<file path="src/rtl/add_slice_sequencer.sv">
// Multi-cycle wide adder: drives one external NUMBITS-wide adder slice,
// least-significant slice first, keeping the inter-slice carry in a register.
module add_slice_sequencer #(
   parameter int NUMBITS   = 4,
   parameter int NUMSLICES = 4
) (
   input  logic                           clk,
   input  logic                           rst_n,
   input  logic                           in_valid,
   output logic                           in_ready,
   input  logic [NUMBITS*NUMSLICES-1:0]   a,
   input  logic [NUMBITS*NUMSLICES-1:0]   b,
   input  logic                           c_in,
   output logic                           out_valid,
   input  logic                           out_ready,
   output logic [NUMBITS*NUMSLICES-1:0]   sum,
   output logic                           c_out,
   output logic                           busy,
   output logic [15:0]                    ops_done,
   output logic [NUMBITS-1:0]             slice_a,
   output logic [NUMBITS-1:0]             slice_b,
   output logic                           slice_cin,
   input  logic [NUMBITS-1:0]             slice_s,
   input  logic                           slice_cout
);

   localparam int W    = NUMBITS * NUMSLICES;
   localparam int IDXW = (NUMSLICES > 1) ? $clog2(NUMSLICES) : 1;
   localparam logic [IDXW-1:0] LAST_IDX = IDXW'(NUMSLICES - 1);

   typedef enum logic [1:0] {
      ST_IDLE = 2'd0,
      ST_RUN  = 2'd1,
      ST_DONE = 2'd2
   } state_t;

   state_t            state_q, state_d;
   logic [W-1:0]      a_q, a_d;
   logic [W-1:0]      b_q, b_d;
   logic [W-1:0]      sum_q, sum_d;
   logic              c_out_q, c_out_d;
   logic              carry_q, carry_d;
   logic [IDXW-1:0]   idx_q, idx_d;
   logic [15:0]       ops_done_q, ops_done_d;

   logic [NUMBITS-1:0] sel_a_s;
   logic [NUMBITS-1:0] sel_b_s;
   logic               in_ready_s;
   logic               out_valid_s;
   logic               busy_s;
   logic [NUMBITS-1:0] slice_a_s;
   logic [NUMBITS-1:0] slice_b_s;
   logic               slice_cin_s;

   // Operand slice selected by idx; an AND-OR mux stays in range for any NUMSLICES.
   always_comb begin
      sel_a_s = '0;
      sel_b_s = '0;
      for (int k = 0; k < NUMSLICES; k++) begin
         sel_a_s = sel_a_s | (a_q[k*NUMBITS +: NUMBITS] & {NUMBITS{idx_q == IDXW'(k)}});
         sel_b_s = sel_b_s | (b_q[k*NUMBITS +: NUMBITS] & {NUMBITS{idx_q == IDXW'(k)}});
      end
   end

   // Handshake, status and adder-facing outputs decoded from the state register.
   always_comb begin
      in_ready_s  = 1'b0;
      out_valid_s = 1'b0;
      busy_s      = 1'b0;
      slice_a_s   = '0;
      slice_b_s   = '0;
      slice_cin_s = 1'b0;
      case (state_q)
         ST_IDLE: begin
            in_ready_s = 1'b1;
         end
         ST_RUN: begin
            busy_s      = 1'b1;
            slice_a_s   = sel_a_s;
            slice_b_s   = sel_b_s;
            slice_cin_s = carry_q;
         end
         ST_DONE: begin
            busy_s      = 1'b1;
            out_valid_s = 1'b1;
         end
         default: begin
            in_ready_s = 1'b0;
         end
      endcase
   end

   // Next-state and datapath updates.
   always_comb begin
      state_d    = state_q;
      a_d        = a_q;
      b_d        = b_q;
      sum_d      = sum_q;
      c_out_d    = c_out_q;
      carry_d    = carry_q;
      idx_d      = idx_q;
      ops_done_d = ops_done_q;
      case (state_q)
         ST_IDLE: begin
            if (in_valid) begin
               a_d     = a;
               b_d     = b;
               carry_d = c_in;
               idx_d   = '0;
               sum_d   = '0;
               state_d = ST_RUN;
            end else begin
               state_d = ST_IDLE;
            end
         end
         ST_RUN: begin
            for (int k = 0; k < NUMSLICES; k++) begin
               sum_d[k*NUMBITS +: NUMBITS] = (idx_q == IDXW'(k)) ? slice_s
                                                                 : sum_q[k*NUMBITS +: NUMBITS];
            end
            carry_d = slice_cout;
            idx_d   = idx_q + IDXW'(1);
            if (idx_q == LAST_IDX) begin
               c_out_d = slice_cout;
               state_d = ST_DONE;
            end else begin
               state_d = ST_RUN;
            end
         end
         ST_DONE: begin
            // New operands are deliberately not taken here, even on the release cycle.
            if (out_ready) begin
               ops_done_d = ops_done_q + 16'd1;
               state_d    = ST_IDLE;
            end else begin
               state_d = ST_DONE;
            end
         end
         default: begin
            state_d = ST_IDLE;
         end
      endcase
   end

   // State and datapath registers; reset aborts any operation in flight.
   always_ff @(posedge clk or negedge rst_n) begin
      if (!rst_n) begin
         state_q    <= ST_IDLE;
         a_q        <= '0;
         b_q        <= '0;
         sum_q      <= '0;
         c_out_q    <= 1'b0;
         carry_q    <= 1'b0;
         idx_q      <= '0;
         ops_done_q <= 16'd0;
      end else begin
         state_q    <= state_d;
         a_q        <= a_d;
         b_q        <= b_d;
         sum_q      <= sum_d;
         c_out_q    <= c_out_d;
         carry_q    <= carry_d;
         idx_q      <= idx_d;
         ops_done_q <= ops_done_d;
      end
   end

   assign in_ready  = in_ready_s;
   assign out_valid = out_valid_s;
   assign busy      = busy_s;
   assign slice_a   = slice_a_s;
   assign slice_b   = slice_b_s;
   assign slice_cin = slice_cin_s;
   assign sum       = sum_q;
   assign c_out     = c_out_q;
   assign ops_done  = ops_done_q;

endmodule

</file>
<file path="config.mk">
export PLATFORM = sky130hd
export DESIGN_NAME = add_slice_sequencer
export DESIGN_NICKNAME = d
export VERILOG_FILES = /design/src/rtl/add_slice_sequencer.sv
export SDC_FILE = /design/constraint.sdc
export NUM_CORES = 1
export LEC_CHECK = 0
export BUFFER_PORTS_ARGS = -buffer_cell sky130_fd_sc_hd__buf_2
export CAP_MARGIN = 0
export CORE_ASPECT_RATIO = 0.8
export CORE_MARGIN = 1
export CORE_UTILIZATION = 57
export CTS_BUF_LIST = sky130_fd_sc_hd__clkbuf_16
export DETAILED_ROUTE_END_ITERATION = 6
export GPL_ROUTABILITY_DRIVEN = 0
export GPL_TIMING_DRIVEN = 0
export HOLD_SLACK_MARGIN = 0.15
export PLACE_DENSITY = 0.85
export REMOVE_ABC_BUFFERS = 1
export SYNTH_ARGS = -nofsm -noshare
export SYNTH_HDL_FRONTEND = slang
export SYNTH_SLANG_ARGS = --single-unit
</file>
<file path="constraint.sdc">
create_clock -name clk -period 2.4 [get_ports clk]
set_input_delay 0.24 -clock clk [delete_from_list [all_inputs] [get_ports clk]]
set_output_delay 0.24 -clock clk [all_outputs]
set_load 0.01 [all_outputs]
</file>
==> report_table.html <==
<table>
<tr><th>Metric</th><th>Value</th></tr>
<tr><th colspan="2">Run status</th></tr>
<tr><td>Result of the run</td><td>finished, final reports clean</td></tr>
<tr><th colspan="2">Routing</th></tr>
<tr><td>Final Routed Wirelength</td><td>between 8000 and 9000 um</td></tr>
<tr><td>Uppermost metal layer occupied by signal nets</td><td>met4</td></tr>
<tr><td>Met3 Routed Length</td><td>between 400 and 500 um</td></tr>
<tr><td>Number of nets with antenna violations after routing</td><td>0</td></tr>
<tr><td>Vias</td><td>slightly below 3000</td></tr>
<tr><td>Routed wire length on met2</td><td>4310 um</td></tr>
<tr><td>Total routed wire length on the met1 layer</td><td>roughly 3500 um</td></tr>
<tr><td>Via/cell ratio</td><td>roughly 5.6</td></tr>
<tr><td>Drt initial violations</td><td>181</td></tr>
<tr><td>Initial DRT Pass Iterations</td><td>4</td></tr>
<tr><td>Wire per inst</td><td>between 15 and 20 um</td></tr>
<tr><td>Number of remaining DRC errors</td><td>0</td></tr>
<tr><th colspan="2">Clock tree</th></tr>
<tr><td># clock sinks</td><td>70</td></tr>
<tr><td>CTS root buffer</td><td>sky130_fd_sc_hd__clkbuf_16</td></tr>
<tr><td>Total clock buffers created by CTS</td><td>9</td></tr>
<tr><td>Clock-pin slew reported for the worst setup and hold paths after clock tree synthesis</td><td>~0.060 ns</td></tr>
<tr><td>TritonCTS clock tree</td><td>built</td></tr>
<tr><td>Largest buffer count on any clock path</td><td>2</td></tr>
<tr><td>Post-CTS repair timing setup buffer count</td><td>0</td></tr>
<tr><td>Clock network latency to the later pin of the worst-skew pair</td><td>between 0.3 and 0.4 ns</td></tr>
<tr><td>Number of H-tree levels</td><td>3</td></tr>
<tr><th colspan="2">Hold path</th></tr>
<tr><td>Sink of the worst hold path</td><td>a_q[4]</td></tr>
<tr><td>Min-delay worst type</td><td>in2reg</td></tr>
<tr><td>Hold Crit Start</td><td>a[4]</td></tr>
<tr><td>Worst hold path stage count</td><td>2</td></tr>
<tr><th colspan="2">Timing</th></tr>
<tr><td>Post-Route Skew</td><td>between 0.004 and 0.005 ns</td></tr>
<tr><td>RSZ-0062 raised after global routing</td><td>false</td></tr>
<tr><td>Final hold violation count</td><td>0</td></tr>
<tr><td>Worst slew margin</td><td>between 40% and 50%</td></tr>
<tr><td>Post-Route Hold Slack</td><td>roughly 0.15 ns</td></tr>
<tr><td>Final setup violation count</td><td>0</td></tr>
<tr><td>Min cycle time layout</td><td>~2.2 ns</td></tr>
<tr><td>Tightest Pin Transition</td><td>~0.89 ns</td></tr>
<tr><td>Worst setup slack after layout</td><td>0.215 ns</td></tr>
<tr><td>Top achievable clock speed</td><td>458 MHz</td></tr>
<tr><td>Final Max Tran Viols</td><td>0</td></tr>
<tr><td>Final worst path period share</td><td>91.1%</td></tr>
<tr><th colspan="2">Worst setup path</th></tr>
<tr><td>Worst R2R End</td><td>a_q[8]</td></tr>
<tr><td>Beginning of the worst register-to-register path</td><td>state_q[0]</td></tr>
<tr><td>Worst-path fanout max</td><td>20</td></tr>
<tr><td>Critical setup path kind</td><td>reg2out</td></tr>
<tr><td>Max stage delay on crit path</td><td>around 0.49 ns</td></tr>
<tr><td>Arrival time reported for the critical path endpoint</td><td>slightly below 2 ns</td></tr>
<tr><td>Critical Path Slowest Stage Cell</td><td>sky130_fd_sc_hd__ha_2</td></tr>
<tr><td>Length in cells of the worst reg-to-reg path</td><td>4</td></tr>
<tr><td>Endpoint type of the worst setup path</td><td>output pin</td></tr>
<tr><td>Timing startpoint of the critical path</td><td>idx_q[0]</td></tr>
<tr><td>Chain of cells forming the critical path</td><td>inv_1, ha_2, a22oi_1, a21boi_0, buf_2</td></tr>
<tr><td>Kind of launch point of the worst setup path</td><td>flip-flop</td></tr>
<tr><td>Register-to-Register Setup Slack</td><td>0.49 ns</td></tr>
<tr><td>Worst Path Required</td><td>approximately 2.2 ns</td></tr>
<tr><th colspan="2">Synth</th></tr>
<tr><td>Number of warnings reported in the yosys synthesis log</td><td>0</td></tr>
<tr><td>Number of unique standard cell types used by synthesis</td><td>37</td></tr>
<tr><td>Leading post-synthesis cells by instance count</td><td>sky130_fd_sc_hd__dfrtp_1 (70), sky130_fd_sc_hd__nand3_1 (32), sky130_fd_sc_hd__mux2_2 (31)</td></tr>
<tr><td>Proportion of netlist area held by the largest area contributor</td><td>between 40 and 50%</td></tr>
<tr><td>Top_reg_cell synth</td><td>sky130_fd_sc_hd__dfrtp_1</td></tr>
<tr><td>Summed instance area of the synthesized netlist</td><td>3530 sq um</td></tr>
<tr><td>Leading cell type by number of instances after synthesis</td><td>sky130_fd_sc_hd__dfrtp_1</td></tr>
<tr><td>Number of enable-type register cells in the synthesized netlist</td><td>0</td></tr>
<tr><td>Top post-synthesis cells by area</td><td>sky130_fd_sc_hd__dfrtp_1 (50%), sky130_fd_sc_hd__mux2_2 (9.9%), sky130_fd_sc_hd__a22oi_1 (6.0%)</td></tr>
<tr><td>Syn Area/Cell</td><td>roughly 11 sq um</td></tr>
<tr><td>Share of synthesized area occupied by flip-flops and latches</td><td>about half</td></tr>
<tr><td>Synthesized flop and latch total</td><td>70</td></tr>
<tr><td>FFs w/ async S/R, synth</td><td>100%</td></tr>
<tr><td>Number of standard cells after synthesis</td><td>roughly 320</td></tr>
<tr><td>Cell type with the highest aggregate area in the netlist</td><td>sky130_fd_sc_hd__dfrtp_1</td></tr>
<tr><th colspan="2">Global route</th></tr>
<tr><td>Total overflow reported by the global router</td><td>0</td></tr>
<tr><td>Antenna violations before repair</td><td>0</td></tr>
<tr><td>Via count of the first global-routing pass</td><td>between 2000 and 3000</td></tr>
<tr><td>Largest net degree at the start of global routing</td><td>71</td></tr>
<tr><td>First-pass GRT wire length</td><td>~14000 um</td></tr>
<tr><td>Total global-route track usage</td><td>27.2%</td></tr>
<tr><th colspan="2">Placed design</th></tr>
<tr><td>DPL Wire Length</td><td>5090 um</td></tr>
<tr><td>Count of buffers from port buffering</td><td>86</td></tr>
<tr><td>Post-placement setup slack</td><td>-0.0512 ns</td></tr>
<tr><th colspan="2">Floorplanning</th></tr>
<tr><td>Die outline area</td><td>about 6500 sq um</td></tr>
<tr><td>Die Wd</td><td>89.9 um</td></tr>
<tr><td>Number of placement rows</td><td>25</td></tr>
<tr><td>Die H</td><td>slightly above 70 um</td></tr>
<tr><td>Core area</td><td>between 5000 and 6000 sq um</td></tr>
<tr><td>Number of placed I/O pins</td><td>between 80 and 90</td></tr>
<tr><td>Initial core utilization</td><td>between 50% and 60%</td></tr>
<tr><th colspan="2">Power</th></tr>
<tr><td>Psw</td><td>0.00205 W</td></tr>
<tr><td>Sequential group share of total power</td><td>~36%</td></tr>
<tr><td>Clk pwr share</td><td>roughly 22%</td></tr>
<tr><td>VDD IR-drop max</td><td>roughly 0.73 mV</td></tr>
<tr><td>Combinational share of power</td><td>42.1%</td></tr>
<tr><td>Pint</td><td>~0.0034 W</td></tr>
<tr><td>Cell area power density</td><td>around 1200 nW/um^2</td></tr>
<tr><td>Leakage power total</td><td>2.09 nW</td></tr>
<tr><td>Switching share of total power</td><td>a little under two fifths</td></tr>
<tr><th colspan="2">Job</th></tr>
<tr><td># Max-Cap Violations</td><td>0</td></tr>
<tr><th colspan="2">Final layout</th></tr>
<tr><td>Filler Cells Inserted</td><td>402</td></tr>
<tr><td>Fraction of layout instances using a drive strength above 1</td><td>about a third</td></tr>
<tr><td>Footprint of the multi-input gates</td><td>1630 sq um</td></tr>
<tr><td>Area used by sequential logic in the layout</td><td>around 1800 sq um</td></tr>
<tr><td>Area Growth Syn to Fin</td><td>29.0%</td></tr>
<tr><td>Final net count</td><td>around 480</td></tr>
<tr><td>Antenna fix cells</td><td>0</td></tr>
</table>
worst max path at each step:
| stage | end | slack, ns | cells after the start |
|---|---|---|---|
| 6_report | slice_a[3] | 0.21 | 5 |
| 5_1_grt | slice_a[3] | 0.04 | 5 |
| 4_1_cts | slice_a[3] | 0.005 | 5 |
| 3_5_place_dp | a_q[8] | -0.05 | 4 |
| 3_3_place_gp | sum[7] | -0.29 | 4 |
| 2_1_floorplan | sum[4] | 0.26 | 4 |
power by group through the flow:
stage          Clock, W  Sequential, W  Combinational (W)
2_1_floorplan         0        0.00193            0.00146
3_3_place_gp          0        0.00190            0.00208
3_5_place_dp          0        0.00194            0.00218
4_1_cts         0.00120        0.00192            0.00223
5_1_grt         0.00125        0.00199            0.00250
6_report        0.00118        0.00194            0.00228
per-layer routing:
metal | up-vias | global-route usage (%)
met4 | 0 | 9.86
met2 | 101 | 48.6
met5 | - | 0
met1 | 1419 | 32.8
met3 | 11 | 6.29
li1 | 1361 | -
per-stage QoR:
step / util, % / area [sq um] / instances / total power (W) / TNS, ns
after global placement: 66.6 / 3960 / 469 / 0.00399 / -2.55
after global routing: 76.5 / 4550 / 514 / 0.00575 / 0
final: 76.5 / 4550 / 514 / 0.00540 / 0
after floorplan: - / 3430 / 302 / 0.00339 / 0
after CTS: 76.2 / 4530 / 514 / 0.00535 / 0
after detailed placement: 66.7 / 3970 / 469 / 0.00412 / -0.223
flip-flops by register name, indices dropped and copies added, names as in the netlist:
register,cells
carry_q,1
idx_q,2
sum,16
b_q,16
state_q,2
ops_done,16
a_q,16
c_out,1
what timing repair did:
item                                    in CTS  in global routing
cloned                                       0                  0
endpoints found under the setup margin      32                  9
resized for setup                            1                  5
endpoints found under the hold margin       98                  0
hold buffers                                29                  0
cells in the final DEF (no fill, tap or decap), types with 2 or more instances in the layout:
| cell type | count |
|---|---|
| sky130_fd_sc_hd__nand3_1 | 32 |
| sky130_fd_sc_hd__ha_2 | 4 |
| sky130_fd_sc_hd__ha_1 | 4 |
| sky130_fd_sc_hd__nand2_1 | 13 |
| sky130_fd_sc_hd__xor2_1 | 4 |
| sky130_fd_sc_hd__a22o_1 | 4 |
| sky130_fd_sc_hd__clkinvlp_4 | 4 |
| sky130_fd_sc_hd__a21oi_1 | 2 |
| sky130_fd_sc_hd__nand4_1 | 4 |
| sky130_fd_sc_hd__dfrtp_1 | 70 |
| sky130_fd_sc_hd__clkbuf_16 | 9 |
| sky130_fd_sc_hd__o21ai_1 | 2 |
| sky130_fd_sc_hd__nor2_1 | 3 |
| sky130_fd_sc_hd__xnor2_1 | 10 |
| sky130_fd_sc_hd__dlygate4sd3_1 | 29 |
| sky130_fd_sc_hd__o21ai_0 | 28 |
| sky130_fd_sc_hd__mux2_2 | 31 |
| sky130_fd_sc_hd__mux2_1 | 3 |
| sky130_fd_sc_hd__nor3_1 | 2 |
| sky130_fd_sc_hd__a22oi_1 | 28 |
| sky130_fd_sc_hd__inv_1 | 21 |
| sky130_fd_sc_hd__nand2b_1 | 3 |
| sky130_fd_sc_hd__a21boi_0 | 8 |
| sky130_fd_sc_hd__o21a_1 | 12 |
| sky130_fd_sc_hd__buf_2 | 85 |
cells by family after synthesis:
group           synth area share, %
buf+inv                        4.90
xor+xnor                       3.94
compound gates                 16.5
mux                            10.9
flops                          49.7
simple gates                   10.9
fa+ha+maj                      3.19
worst max-delay path, delay by kind of cell, from the launching register on:
| kind | cells | cell delay (ns) |
|---|---|---|
| AO/OA/AOI/OAI | 2 | 0.41 |
| adder cells (fa/ha/maj) | 1 | 0.49 |
| buffers and inverters | 2 | 0.30 |
| flip-flops | 1 | 0.41 |
cell type report:
type / count / area share, %
Clock inverter: 7 / 0.935
Sequential cell: 70 / 38.5
Tap cell: 81 / 2.23
Multi-Input combinational cell: 212 / 35.8
Clock buffer: 9 / 4.95
Inverter: 20 / 1.65
Timing Repair Buffer: 115 / 15.9
(Power assumes the default switching activity.)
